[src/rtl/fetch_queue.sv]
// fetch_queue: circular decoupling buffer between the fetch and decode stages.
// Define FETCH_QUEUE_BYPASS_EN to hand an incoming word straight to decode when empty.
module fetch_queue #(
   parameter int DEPTH = 4,
   parameter int WIDTH = 16
) (
   input  logic                    clk,
   input  logic                    rst,
   input  logic [WIDTH-1:0]        instruc_in,
   input  logic [WIDTH-1:0]        seq_PC_in,
   input  logic                    fetch_valid,
   output logic                    en_PC,
   input  logic                    flush,
   input  logic                    dec_ready,
   output logic                    dec_valid,
   output logic [WIDTH-1:0]        instruc_out,
   output logic [WIDTH-1:0]        seq_PC_out,
   output logic [$clog2(DEPTH):0]  count
);
   localparam int AW = $clog2(DEPTH);
   localparam int CW = AW + 1;
   localparam logic [WIDTH-1:0] NOP = WIDTH'(16'h0800);

   logic [WIDTH-1:0] instr_mem_q [DEPTH];
   logic [WIDTH-1:0] pc_mem_q    [DEPTH];
   logic [AW-1:0]    head_q, head_d;
   logic [AW-1:0]    tail_q, tail_d;
   logic [CW-1:0]    count_q, count_d;
   logic             not_empty;
   logic             push;
   logic             store;
   logic             pop;
   logic             byp;

   always_comb begin
      not_empty = (count_q != '0);
      en_PC     = (count_q < CW'(DEPTH)) && !flush && rst;
      push      = fetch_valid && en_PC;
      pop       = not_empty && dec_ready && !flush;
`ifdef FETCH_QUEUE_BYPASS_EN
      byp       = !not_empty && fetch_valid && !flush && rst;
      // a bypassed word taken by decode this cycle never lands in storage
      store     = push && !(byp && dec_ready);
`else
      byp       = 1'b0;
      store     = push;
`endif
      dec_valid   = not_empty || byp;
      instruc_out = NOP;
      seq_PC_out  = '0;
      if (not_empty) begin
         instruc_out = instr_mem_q[head_q];
         seq_PC_out  = pc_mem_q[head_q];
      end else if (byp) begin
         instruc_out = instruc_in;
         seq_PC_out  = seq_PC_in;
      end
      head_d  = head_q;
      tail_d  = tail_q;
      count_d = count_q;
      if (flush) begin
         head_d  = '0;
         tail_d  = '0;
         count_d = '0;
      end else begin
         if (pop)   head_d = head_q + AW'(1);
         if (store) tail_d = tail_q + AW'(1);
         count_d = count_q + CW'(store) - CW'(pop);
      end
   end

   always_ff @(posedge clk or negedge rst) begin
      if (!rst) begin
         head_q  <= '0;
         tail_q  <= '0;
         count_q <= '0;
      end else begin
         head_q  <= head_d;
         tail_q  <= tail_d;
         count_q <= count_d;
      end
   end

   always_ff @(posedge clk) begin
      if (store) begin
         instr_mem_q[tail_q] <= instruc_in;
         pc_mem_q[tail_q]    <= seq_PC_in;
      end
   end

   assign count = count_q;

endmodule
[config.mk]
export PLATFORM = sky130hd
export DESIGN_NAME = fetch_queue
export DESIGN_NICKNAME = d
export VERILOG_FILES = /design/src/rtl/fetch_queue.sv
export SDC_FILE = /design/constraint.sdc
export NUM_CORES = 1
export LEC_CHECK = 0
export ABC_AREA = 1
export CORE_ASPECT_RATIO = 1.75
export CORE_MARGIN = 2
export CORE_UTILIZATION = 50
export DETAILED_ROUTE_END_ITERATION = 8
export PLACE_DENSITY = 0.73
export SLEW_MARGIN = 20
export SYNTH_ARGS = -nofsm -noshare
export SYNTH_HDL_FRONTEND = slang
export SYNTH_SLANG_ARGS = --single-unit
[constraint.sdc]
create_clock -name clk -period 2.8 [get_ports clk]
set_input_delay 0.28 -clock clk [delete_from_list [all_inputs] [get_ports clk]]
set_output_delay 0.28 -clock clk [all_outputs]
set_load 0.005 [all_outputs]
# == Yosys cells after proc, flatten, opt, wreduce, memory -nomap -nowiden ==
# Memories as Yosys holds them, arrays and structs flattened.
# Cells that the tools add are included.
# totals
register_bits,7
ramBits,128
in_bits,37
out_inout_bits,37
elab_cells,28
mem_count,2
# op_classes
addsub,4
magnitude_cmp,1
mux,9
n_reduce_logical,9
# mem_list
memory,depth,word_bits,rd,rd_clocked_by_memory_dff,write_ports,line,source
instr_mem_q,4,16,1,0,1,24,logic [WIDTH-1:0] instr_mem_q [DEPTH];
pc_mem_q,4,16,1,0,1,25,logic [WIDTH-1:0] pc_mem_q [DEPTH];
# op_table
operator,count
$mux W16,2
$mux W2,4
$logic_and A1 B1 Y1,5
$add A2 B1 Y2 const B,2
$reduce_bool A2 Y1,2
$add A3 B1 Y3,1
$lt A3 B3 Y1 const B,1
$mux W3,1
$reduce_bool A3 Y1,1
$sub A3 B1 Y3,1
$mux W1,2
$logic_not A1 Y1,1

# == Depth between registers and ports, before layout ==
# logic_depth
ltp_word,7
depth_mapped,12
mapped_depth_nobuf,12

# == Worst setup path before layout ==
# No wires, ideal clock.
# synth_timing
path_kind,register to register
from,"reg count_q[2], in the netlist count[2]"
to,mem instr_mem_q[0][0] (enable)
arrival_ns,2.111
t_required_ns,2.379
setup_slack_ns,0.268
path_stages_with_launch,4
n_path_buf,0
period_less_slack_ns,2.532
cell_sequence,dfrtp_1 inv_1 nand4_1 nor2_1
# synth_via
elab_chain_cells,6
# synth_lines
element,line,source
start: declaration,28,"logic [CW-1:0] count_q, count_d;"
start signal: assignment,80,count_q <= count_d;
$lt A3 B3 Y1,37,en_PC = (count_q < CW'(DEPTH)) && !flush && rst;
$logic_and A1 B1 Y1 (2 in series),37,
$logic_and A1 B1 Y1,38,push = fetch_valid && en_PC;
$mux W1,85,if (store) begin
$mux W1 (not written as such),86,instr_mem_q[tail_q] <= instruc_in;
end: declaration,24,
# Every way passes these cells.

# == Final worst setup path ==
# layout_timing
from,"reg count_q[1], in the netlist count[1]"
to,out instruc_out[2]
# layout_via
elab_chain_cells,2
# layout_lines
element,line,source
$reduce_bool A3 Y1,36,not_empty = (count_q != '0);
$mux W16,51,if (not_empty) begin
end: declaration,16,"output logic [WIDTH-1:0] instruc_out,"
# Every way passes these cells.

==> flow_metrics.py <==
metrics = {
    "run_status": {
        "status": "finished, violations left",
        "violations": "design-rule violations",
    },
    "cts": {
        "cts_tree": "yes",
        "cts_setup_buffers": 0,
        "ctsHtreeMaxLevel": 4,
        "clock_path_buffers": 2,
        "cts_hold_buf": 0,
        "cts-resized-gates": 0,
        "path_clk_slew_ns": 0.05,
        "cts_buffers": 17,
        "cts_root_buf": "clkbuf_16",
        "clock_latency_ns": 0.41,
        "clkSinkCount": 135,
    },
    "global_route": {
        "antenna_found_initial": 0,
        "gr-total-overflow": 0,
        "grt_usage": 0.2076,
        "grt_pass1_vias": 4171,
        "grt_pass1_wl_um": 19730,
        "grt_max_degree": 51,
    },
    "sta": {
        "fin_crit_sh": 0.9381,
        "hold_viol": 0,
        "relSlewSlack": 0.7084,
        "slew_viol_final": 0,
        "hold_ws_ns": 0.1768,
        "clock-skew-final_ns": 0.003861,
        "rsz0062_at_grt": "no",
        "fmax_mhz": 380.7,
        "setup_viol_count_final": 0,
        "layout_min_cycle_time_ns": 2.627,
        "fin_setup_tns_ns": 0,
        "worstMarginPinSlew_ns": 0.4374,
    },
    "routing": {
        "routed_wl_um": 12400,
        "wl_met2_um": 7013,
        "dr.pass1.iters": 7,
        "ant_nets": 0,
        "top_layer": "met4",
        "drtIter0Drc": 270,
        "dr_wl_met3_um": 534,
        "wl_met1_um": 4565,
        "drc": 3,
        "routed_via_density": 5.071,
        "wl_per_cell_um": 15.62,
        "vias": 4026,
    },
    "cells_and_area": {
        "final_nets": 690,
        "syn2layout_area_growth_pct": 26.17,
        "n_antenna_cell": 0,
        "drive_above_1_share": 0.07739,
        "fillers": 861,
    },
    "synthesis": {
        "yosysUniqueCellTypes": 19,
        "synth_top_family_by_area": "simple AND/OR/NAND/NOR gates",
        "synth_area_per_cell_um2": 10.42,
        "syn_area_um2": 5867,
        "ys_top_cells_by_area": "edfxtp_1 66%, inv_1 8.9%, nand2_1 8.9%",
        "yosys_warnings": 0,
        "synth_area_leader_cell": "edfxtp_1",
        "syn_nets": 607,
        "synthXorXnorAreaFrac": 0,
        "ys_seq_area_frac": 0.6850,
        "yosysTopAreaCellShare": 0.6552,
        "muxShareOfSynthArea": 0,
        "synthCells": 563,
        "ys_ff_latch": 135,
        "synthSimpleGateAreaFrac": 0.1593,
        "synth_compound_area_frac": 0.02943,
        "synthAdderAreaFrac": 0.01621,
    },
    "pwr": {
        "pwr-share-comb": 0.281,
        "powerDensity_nw_per_um2": 848.2,
        "p_leak_nw": 3.180,
        "clockPowerShare": 0.348,
        "seq_power_share": 0.370,
        "power.switching_mw": 1.804,
        "max-vdd-ir-drop_mv": 0.5918,
        "finalPower_mw": 6.278,
        "swShare": 0.2873,
        "p_int_mw": 4.475,
    },
    "floorplanning": {
        "die_y_um": 147.3,
        "die_x_um": 85.89,
        "dieArea_um2": 12650,
        "std_cell_rows": 52,
        "io_pins": 74,
        "core_region_area_um2": 11520,
        "initial_core_util": 0.5095,
    },
    "setup_path": {
        "critPathArrivalTime_ns": 2.35,
        "worst-setup-path-type": "flip-flop to primary output",
        "rr_startpoint": "count[1]$_DFF_PN0_",
        "startpoint": "count[1]$_DFF_PN0_",
        "crit_required_ns": 2.52,
        "cp_max_fo": 31,
        "start_kind": "flip-flop",
        "cp-end-kind": "primary output",
    },
    "placed_design": {
        "dp.final_hpwl_um": 7463,
        "finalWeightedCongestion": 0.7062,
        "io_buffer_count": 73,
    },
    "run": {
        "drv_cap": 0,
    },
    "hold_path": {
        "hold_class": "primary input to asynchronous set/reset pin",
    },
}
## cells in the mapped netlist, drive strengths merged
cell	number
ha	6
o211ai	1
buf	20
o21ai	1
nand2	139
nor2	10
edfxtp	128
or2	1
nand4	3
fa	1
a21oi	32
clkbuf	4
nand3	70
inv	140
dfrtp	7
## cell families (layout without fill, tap and decap cells)
| family | Yosys count | in the layout |
|---|---|---|
| and+or+nand+nor | 223 | 223 |
| buffers and inverters | 164 | 260 |
| DFF | 135 | 135 |
| AOI/OAI and AO/OA | 34 | 34 |
| adders and majority gates | 7 | 7 |
## cell type report
cell class              count  area [um^2]  share of cell area
flip-flops and latches    135         4020              0.5431
multi-input cells         264         1232              0.1665
repair buffers             88        868.3              0.1173
inverters                 140        525.5             0.07099
clock buffers              18        429.2             0.05798
well taps                 135        168.9             0.02282
clock inverters            14        157.7             0.02130
## per-layer routing
metal  up-vias  GRT usage
met4         0    0.09127
met2       121     0.3698
li1       1954          -
met1      1928     0.2260
met3        23    0.05618
met5         -          0
## layout by cell type, fill, tap and decap left out, types with 2 or more instances in the layout
| cell type | n |
|---|---|
| a21oi_1 | 32 |
| buf_12 | 2 |
| buf_4 | 13 |
| bufinv_16 | 3 |
| clkbuf_16 | 17 |
| clkdlybuf4s50_1 | 73 |
| clkinv_1 | 2 |
| clkinv_2 | 4 |
| clkinvlp_4 | 3 |
| dfrtp_1 | 6 |
| edfxtp_1 | 128 |
| ha_1 | 6 |
| inv_1 | 139 |
| nand2_1 | 139 |
| nand3_1 | 70 |
| nand4_1 | 3 |
| nor2_1 | 6 |
| nor2_4 | 4 |
## metrics by stage
stage	instance area [um^2]	util	instances	setup WS, ns
after floorplan	5867	-	563	0.2678
after global placement	6815	0.5918	762	0.5051
after detailed placement	6815	0.5918	762	0.3782
after CTS	7402	0.6428	794	0.1733
after global routing	7402	0.6428	794	0.09195
final	7402	0.6428	794	0.1733
## flip-flops by register name, summed over array words and instances, names as in the netlist
signal and cells:
instr_mem_q 64, count 3, head_q 2, pc_mem_q 64, tail_q 2
## critical path, cell delays in order, from the launching register on
cell and delay [ns]:
dfrtp_1 0.44, nor2_1 0.08, nand2_1 0.19, inv_1 0.06, buf_4 0.26, a21oi_1 0.33
clkdlybuf4s50_1 0.56
## worst paths after layout
kind / to / slack, ns / cells past startpoint
setup / recovery: instruc_out[2] / 0.17 / 6
hold / removal: count[0]$_DFF_PN0_ / 0.18 / 2
setup reg to reg: count[2]$_DFF_PN0_ / 0.61 / 11
hold reg to reg: tail_q[0]$_DFFE_PN0P_ / 0.57 / 2
max in group asynchronous: head_q[0]$_DFFE_PN0P_ / 2.48 / 2
min in group clk: tail_q[0]$_DFFE_PN0P_ / 0.50 / 3
## power by group through the flow
stage	Combinational [mW]	Sequential, mW	Clock (mW)
final	1.77	2.33	2.19
after global routing	1.94	2.33	2.32
after CTS	1.79	2.33	2.22
after detailed placement	1.77	2.37	0
after global placement	1.73	2.36	0
after floorplan	0.894	2.36	0
No activity file was read; power rests on OpenSTA's default activity.
